`config.mk`:
```
export PLATFORM = sky130hd
export DESIGN_NAME = and_tree_stim_sequencer
export DESIGN_NICKNAME = d
export VERILOG_FILES = /design/src/rtl/andtree_seq_pkg.sv /design/src/rtl/and_tree_seq_fifo.sv /design/src/rtl/and_tree_stim_sequencer.sv
export SDC_FILE = /design/constraint.sdc
export NUM_CORES = 1
export LEC_CHECK = 0
export ABC_AREA = 1
export BUFFER_PORTS_ARGS = -buffer_cell sky130_fd_sc_hd__buf_2
export CORE_ASPECT_RATIO = 0.9
export CORE_MARGIN = 4
export CORE_UTILIZATION = 35
export DETAILED_ROUTE_END_ITERATION = 12
export PLACE_DENSITY = 0.6
export SLEW_MARGIN = 15
export SYNTH_ARGS = -nofsm -noshare
export SYNTH_HDL_FRONTEND = slang
export SYNTH_HIERARCHICAL = 1
export SYNTH_SLANG_ARGS = --single-unit
```
`constraint.sdc`:
```
create_clock -name clk -period 5.35 [get_ports clk]
set_input_delay 0.2675 -clock clk [delete_from_list [all_inputs] [get_ports clk]]
set_output_delay 0.2675 -clock clk [all_outputs]
set_load 0.02 [all_outputs]
```
`src/rtl/andtree_seq_pkg.sv`:
```
// andtree_seq_pkg: shared state encoding, default parameters and FIFO entry layout for the AND-tree stimulus sequencer
package andtree_seq_pkg;
    localparam int DEF_N_IN        = 4;
    localparam int DEF_DEPTH       = 8;
    localparam int DEF_SETTLE_MAX  = 16;
    localparam int DEF_HOLD        = 2;
    localparam int DEF_SYNC_STAGES = 2;

    typedef enum logic [2:0] {
        S_IDLE  = 3'd0,
        S_APPLY = 3'd1,
        S_WAIT  = 3'd2,
        S_CHECK = 3'd3,
        S_DONE  = 3'd4
    } state_e;

    typedef struct packed {
        logic [DEF_N_IN-1:0] data;
        logic                exp_z;
    } vec_entry_t;
endpackage

```
`src/rtl/and_tree_seq_fifo.sv`:
```
// and_tree_seq_fifo: synchronous vector FIFO with valid/ready push and pop strobe; a push is refused while full even if a pop happens in that cycle
module and_tree_seq_fifo #(
    parameter int W     = 5,
    parameter int DEPTH = 8
) (
    input  logic         clk,
    input  logic         rst,
    input  logic         push_valid,
    output logic         push_ready,
    input  logic [W-1:0] push_data,
    input  logic         pop,
    output logic [W-1:0] head,
    output logic         empty,
    output logic         full
);
    localparam int AW = $clog2(DEPTH);

    logic [W-1:0]  mem [DEPTH];
    logic [AW-1:0] wr_ptr, rd_ptr;
    logic [AW:0]   count;
    logic          do_push, do_pop;

    assign full       = count == (AW+1)'(DEPTH);
    assign empty      = count == '0;
    assign push_ready = !full;
    assign do_push    = push_valid && !full;
    assign do_pop     = pop && !empty;
    assign head       = mem[rd_ptr];

    // pointer and occupancy bookkeeping; pointers wrap naturally at DEPTH
    always_ff @(posedge clk) begin
        if (rst) begin
            wr_ptr <= '0;
            rd_ptr <= '0;
            count  <= '0;
        end else begin
            if (do_push) wr_ptr <= wr_ptr + 1'b1;
            if (do_pop) rd_ptr <= rd_ptr + 1'b1;
            count <= count + (AW+1)'(do_push) - (AW+1)'(do_pop);
        end
    end

    // storage array, no reset needed since occupancy gates every read
    always_ff @(posedge clk) begin
        if (do_push) mem[wr_ptr] <= push_data;
    end
endmodule

```
`src/rtl/and_tree_stim_sequencer.sv`:
```
// and_tree_stim_sequencer: buffers vectors, drives AND-tree leaves, waits for the synchronized root to settle and reports per-vector failures (optional stats: ANDTREE_SEQ_STATS_EN)
module and_tree_stim_sequencer
    import andtree_seq_pkg::*;
#(
    parameter int N_IN        = DEF_N_IN,
    parameter int DEPTH       = DEF_DEPTH,
    parameter int SETTLE_MAX  = DEF_SETTLE_MAX,
    parameter int HOLD        = DEF_HOLD,
    parameter int SYNC_STAGES = DEF_SYNC_STAGES
) (
    input  logic                       clk,
    input  logic                       rst,
    input  logic                       vec_valid,
    output logic                       vec_ready,
    input  logic [N_IN-1:0]            vec_data,
    input  logic                       vec_expect,
    input  logic                       start,
    output logic [N_IN-1:0]            tree_in,
    input  logic                       tree_out,
    output logic                       busy,
    output logic                       done,
    output logic                       pass,
    output logic                       err_valid,
    output logic [$clog2(DEPTH):0]     err_index,
`ifdef ANDTREE_SEQ_STATS_EN
    output logic [15:0]                stat_vectors,
    output logic [15:0]                stat_fails,
    output logic [$clog2(SETTLE_MAX+1)-1:0] stat_max_settle,
`endif
    output logic                       err_timeout
);
    localparam int IW = $clog2(DEPTH) + 1;
    localparam int TW = $clog2(SETTLE_MAX + 1);
    localparam int MW = $clog2(HOLD + 1);

    typedef struct packed {
        logic [N_IN-1:0] data;
        logic            exp_z;
    } entry_t;

    entry_t                 head;
    logic                   empty, full_unused, pop;
    state_e                 state;
    logic [SYNC_STAGES-1:0] sync;
    logic                   sync_z, exp_q, ok_q;
    logic [TW-1:0]          timer, t_next;
    logic [MW-1:0]          mcnt, m_next;
    logic [IW-1:0]          ordinal;
    logic                   settled, timeout, run_start;

    and_tree_seq_fifo #(.W(N_IN + 1), .DEPTH(DEPTH)) u_fifo (
        .clk       (clk),
        .rst       (rst),
        .push_valid(vec_valid),
        .push_ready(vec_ready),
        .push_data ({vec_data, vec_expect}),
        .pop       (pop),
        .head      (head),
        .empty     (empty),
        .full      (full_unused)
    );

    assign sync_z      = sync[SYNC_STAGES-1];
    assign pop         = state == S_APPLY;
    assign run_start   = state == S_IDLE && start && !empty;
    assign t_next      = timer + 1'b1;
    assign m_next      = (sync_z == exp_q) ? mcnt + 1'b1 : '0;
    assign settled     = m_next == MW'(HOLD);
    assign timeout     = t_next == TW'(SETTLE_MAX);
    assign busy        = state != S_IDLE;
    assign done        = state == S_DONE;
    assign err_valid   = state == S_CHECK && !ok_q;
    assign err_timeout = err_valid;
    assign err_index   = ordinal;

    // multi-flop synchronizer for the asynchronous tree root
    always_ff @(posedge clk) begin
        if (rst) sync <= '0;
        else sync <= {sync[SYNC_STAGES-2:0], tree_out};
    end

    // run sequencing: apply a vector, wait for a stable match or timeout, then record the result
    always_ff @(posedge clk) begin
        if (rst) begin
            state   <= S_IDLE;
            tree_in <= '0;
            pass    <= 1'b1;
            ordinal <= '0;
            timer   <= '0;
            mcnt    <= '0;
            exp_q   <= 1'b0;
            ok_q    <= 1'b0;
        end else begin
            case (state)
                S_IDLE: begin
                    if (run_start) begin
                        state   <= S_APPLY;
                        pass    <= 1'b1;
                        ordinal <= '0;
                    end
                end
                S_APPLY: begin
                    tree_in <= head.data;
                    exp_q   <= head.exp_z;
                    timer   <= '0;
                    mcnt    <= '0;
                    state   <= S_WAIT;
                end
                S_WAIT: begin
                    timer <= t_next;
                    mcnt  <= m_next;
                    if (settled || timeout) begin
                        state <= S_CHECK;
                        ok_q  <= settled;
                    end
                end
                S_CHECK: begin
                    if (!ok_q) pass <= 1'b0;
                    ordinal <= ordinal + 1'b1;
                    state   <= empty ? S_DONE : S_APPLY;
                end
                S_DONE:  state <= S_IDLE;
                default: state <= S_IDLE;
            endcase
        end
    end

`ifdef ANDTREE_SEQ_STATS_EN
    // saturating run statistics, restarted with every run
    always_ff @(posedge clk) begin
        if (rst || run_start) begin
            stat_vectors    <= '0;
            stat_fails      <= '0;
            stat_max_settle <= '0;
        end else begin
            if (state == S_CHECK && !(&stat_vectors)) stat_vectors <= stat_vectors + 1'b1;
            if (err_valid && !(&stat_fails)) stat_fails <= stat_fails + 1'b1;
            if (state == S_WAIT && settled && t_next > stat_max_settle) stat_max_settle <= t_next;
        end
    end
`endif
endmodule

```
# [Word-level counts from Yosys, hierarchy flattened]
# Memory sizes are Yosys's and may differ from the RTL's. A register that Yosys moved wholly into a read port is not among the register bits.
# Index checks and enable logic that the tools add are counted.
[totals] mem_bits_rw=40 wordCells=61 mem_count=1 ff_bits=28 in_bits=10 out_inout_bits=14
[classes] addsub=7 muxes=14 reduce_logical=18 n_eq_ne=11
[memory_table] name="u_fifo.mem" words=8 width=5 read_ports=1 rd_ports_with_merged_regs=1 write_ports=1 line_no="and_tree_seq_fifo.sv:18" text="logic [W-1:0] mem [DEPTH];"
[op_table] cell="$pmux W3 S4" n=1
[op_table] cell="$pmux W5 S2" n=1
[op_table] cell="$mux W3" n=3
[op_table] cell="$pmux W4 S2" n=1
[op_table] cell="$add A3 B1 Y3 const B" n=2
[op_table] cell="$eq A3 B2 Y1 const B" n=2
[op_table] cell="$ne A2 B2 Y1 const B" n=3
[op_table] cell="$reduce_and A2 Y1" n=3
[op_table] cell="$add A5 B1 Y5 const B" n=1
[op_table] cell="$eq A5 B5 Y1 const B" n=1
[op_table] cell="$logic_and A1 B1 Y1" n=5
[op_table] cell="$add A4 B1 Y4" n=1
[op_table] cell="$add A4 B1 Y4 const B" n=1
[op_table] cell="$eq A4 B4 Y1 const B" n=1
[op_table] cell="$logic_not A4 Y1" n=1
[op_table] cell="$mux W1" n=4
[op_table] cell="$mux W4" n=1
[op_table] cell="$pmux W2 S2" n=1
[op_table] cell="$reduce_bool A2 Y1" n=2
[op_table] cell="$sub A4 B1 Y4" n=1
[op_table] cell="$eq A3 B1 Y1 const B" n=1
[op_table] cell="$eq A3 B3 Y1 const B" n=1
[op_table] cell="$logic_not A1 Y1" n=3
[op_table] cell="$logic_not A3 Y1" n=1
[op_table] cell="other kinds (8)" n=8

# [Logic depth before layout (Yosys ltp)]
[depth] ltp_word=6 mapped_depth=12 depth_no_buf=12

# [By module]
# The synthesis kept the hierarchy.
[modules_own_cells] module="and_tree_seq_fifo" cells_per_inst=265 n_inst=1 area_each_um2=2488.6
[modules_own_cells] module="and_tree_stim_sequencer" cells_per_inst=134 n_inst=1 area_each_um2=1034.7

# [Worst setup path after synthesis]
# Ideal clock, no wire load.
[synth_path] kind="register to register" from="register state[1]" to="register u_fifo.count[2]" path_stages_with_launch=12 arrival_time_ns=1.756 slack_ns=3.477 path_buffers=0 setup_time_ns=0.117 path_cell_list="dfxtp_1 -> inv_2 -> nand3_4 -> inv_1 -> nand2_2 -> nand3_1 -> nand2_1 -> ha_1 -> inv_1 -> fa_1 -> o21ai_1 -> a21oi_1"
[synth_between] elab_chain_cells=3
[synth_lines] item="from (decl)" line_no="and_tree_stim_sequencer.sv:43" text="state_e state;"
[synth_lines] item="from (signal assigned)" line_no="and_tree_stim_sequencer.sv:120" text="state <= empty ? S_DONE : S_APPLY;"
[synth_lines] item="$eq A3 B1 Y1" line_no="and_tree_stim_sequencer.sv:64" text="assign pop = state == S_APPLY;"
[synth_lines] item="named net pop" line_no="and_tree_stim_sequencer.sv:42" text="logic empty, full_unused, pop;"
[synth_lines] item="$logic_and A1 B1 Y1" line_no="and_tree_seq_fifo.sv:27" text="assign do_pop = pop && !empty;"
[synth_lines] item="$sub A4 B1 Y4" line_no="and_tree_seq_fifo.sv:39" text="count <= count + (AW+1)'(do_push) - (AW+1)'(do_pop);"
[synth_lines] item="to (signal assigned)" line_no="and_tree_seq_fifo.sv:39"
[synth_lines] item="to (decl)" line_no="and_tree_seq_fifo.sv:20" text="logic [AW:0] count;"
# The timed path passes the listed nets, and every way through them passes these cells.
# A chain may end at the register's enable or synchronous reset.

# [Worst setup path after layout]
# Ends and elaborated chain as after synthesis.

==> results.json <==
{
  "status": "complete, no violations",
  "synthesis.area_um2": 3520,
  "power_density_nw_per_um2": 406,
  "p_clk_share_pct": 25.9,
  "grt-ovfl-total": 0,
  "slew_headroom_pct": 49.3,
  "n_antenna_cell": 0,
  "arrival_ns": 2.31,
  "min_period_ns": 2.08,
  "vdd_ir_drop_max_mv": 0.182,
  "cpPeakStageDelay_ns": 0.47,
  "syn_area_per_cell_um2": 8.84,
  "cts_resized": 0,
  "cts_tree": "built",
  "area_delta_synth_final_pct": 11.8,
  "wirelength_mm": 6.59,
  "cp-start-kind": "flop",
  "htree_levels": 3,
  "die_area_um2": 11700,
  "final_common_cell": "nand2_1",
  "synth_cells": 398,
  "path_class": "flop to flop",
  "track_usage_pct": 12.2,
  "final_core_util_pct": 40.4,
  "grt_pass1_wl_mm": 11.0,
  "wl_per_cell_um": 11.9,
  "clock-sinks": 76,
  "rows": 34,
  "via_per_inst": 4.46,
  "finalHoldViolCount": 0,
  "ant_nets": 0,
  "worst_setup_path_end_kind": "flop",
  "first_global_vias": 2290,
  "clockRootBuffer": "clkbuf_8",
  "p_int_w": 0.00103,
  "io_pins": 24,
  "floorplan.initialDensity_pct": 36.1,
  "drc": 0,
  "syn_nets": 418,
  "postCtsSetupBuffers": 0,
  "drt_iter0_markers": 89,
  "fillerInstances": 957,
  "synth_warnings": 6,
  "fmax_ghz": 0.481,
  "fin_setup_tns_ns": 0,
  "fin_crit_sh_pct": 38.9,
  "leakage_nw": 1.72,
  "power_frac_seq_pct": 45.6,
  "p_sw_w": 0.000564,
  "drive_above_1_share_pct": 16.6,
  "hpwl_mm": 4.71,
  "slowest_stage": "dfxtp_1",
  "antenna_found_initial": 0,
  "path_clk_slew_ns": 0.08,
  "layout_common_cells": "123 x nand2_1, 54 x inv_1, 40 x edfxtp_1",
  "core_um2": 9740,
  "crit_chain": "inv_2 -> nand3_4 -> inv_1 -> nand2_2 -> nand3_1 -> nand2_1 -> ha_1 -> inv_1 -> fa_1 -> o21ai_1 -> a21oi_1",
  "finClkSkew_ns": 0.00809,
  "critical_path_required_ns": 5.58,
  "die_h_um": 103,
  "hold_class": "input port to flop",
  "rsz0062_at_grt": "no",
  "die_w_um": 114,
  "drv_cap": 0,
  "pwr-share-comb_pct": 28.5,
  "ctsHoldBuffers": 0,
  "worst_slew_pin_slew_ns": 0.760,
  "portBuffers": 23,
  "grt_max_degree": 24,
  "first_pass_iters": 4,
  "clock_latency_ns": 0.34,
  "p_sw_share_pct": 35.3,
  "finalWeightedCongestion": 0.794,
  "fin_nets": 444,
  "crit_fanout": 12,
  "crit_top_cell": "inv_1",
  "cts_buffer_depth": 2,
  "setup_viol": 0,
  "cts_buffers": 9,
  "num_vias": 2477,
  "drv_slew": 0
}
worst max-delay path, delay by kind of cell (launching register included):
family	cells	cell delay, ns
flops	1	0.47
fa+ha+maj	2	0.52
buf+inv	3	0.35
compound gates	2	0.19
simple gates	4	0.42
registers in the layout (all words and copies together) (netlist names), 2 cells and up, named ones only:
name and flops:
tree_in 4, u_fifo/mem 40, u_fifo/rd_ptr 3, state 3
u_fifo/wr_ptr 3, sync 2, err_index 4, u_fifo/count 4
timer 5, mcnt 2
metal layers:
metal,vias up,global-route usage [%],wire length [µm]
met2,41,19.0,3050
met3,5,2.82,286
met5,-,0,0
li1,1322,-,-
met1,1109,16.4,3180
met4,0,5.55,75
stage by stage:
stage,instance area (µm²),total power (W),instances,hold slack [ns],worst slack [ns]
after floorplan,3520,0.00109,398,0.330,3.48
after global placement,3750,0.00119,539,0.401,3.37
after detailed placement,3750,0.00120,539,0.403,3.30
after CTS,3940,0.00162,555,0.110,3.28
after global routing,3940,0.00171,555,0.131,3.14
final,3940,0.00160,555,0.127,3.27
cell type report:
class / count / area (µm²) / area share [%]
Clock buffer: 11 / 131 / 3.34
Clock inverter: 5 / 52.6 / 1.34
Inverter: 64 / 243 / 6.17
Multi-Input combinational cell: 250 / 1310 / 33.4
Sequential cell: 76 / 1920 / 48.8
Tap cell: 126 / 158 / 4.01
Timing Repair Buffer: 23 / 115 / 2.93
path summary, 6_finish.rpt:
| kind | start | endpoint | slack (ns) | cells after the start |
|---|---|---|---|---|
| setup / recovery | state[1] | u_fifo/count[2] | 3.27 | 11 |
| hold / removal | tree_out | sync[0] | 0.13 | 3 |
| hold reg to reg | sync[0] | sync[1] | 0.41 | 2 |
| setup reg to reg | state[1] | u_fifo/count[2] | 3.27 | 11 |
power by group through the flow:
| stage | Clock [W] | Sequential, W | Combinational, W |
|---|---|---|---|
| after floorplan | 0 | 0.000731 | 0.000360 |
| after detailed placement | 0 | 0.000743 | 0.000460 |
| after CTS | 0.000430 | 0.000730 | 0.000461 |
| after global placement | 0 | 0.000741 | 0.000451 |
| after global routing | 0.000458 | 0.000737 | 0.000516 |
| final | 0.000414 | 0.000729 | 0.000456 |
Note: power is estimated with default switching activity, not from simulation.
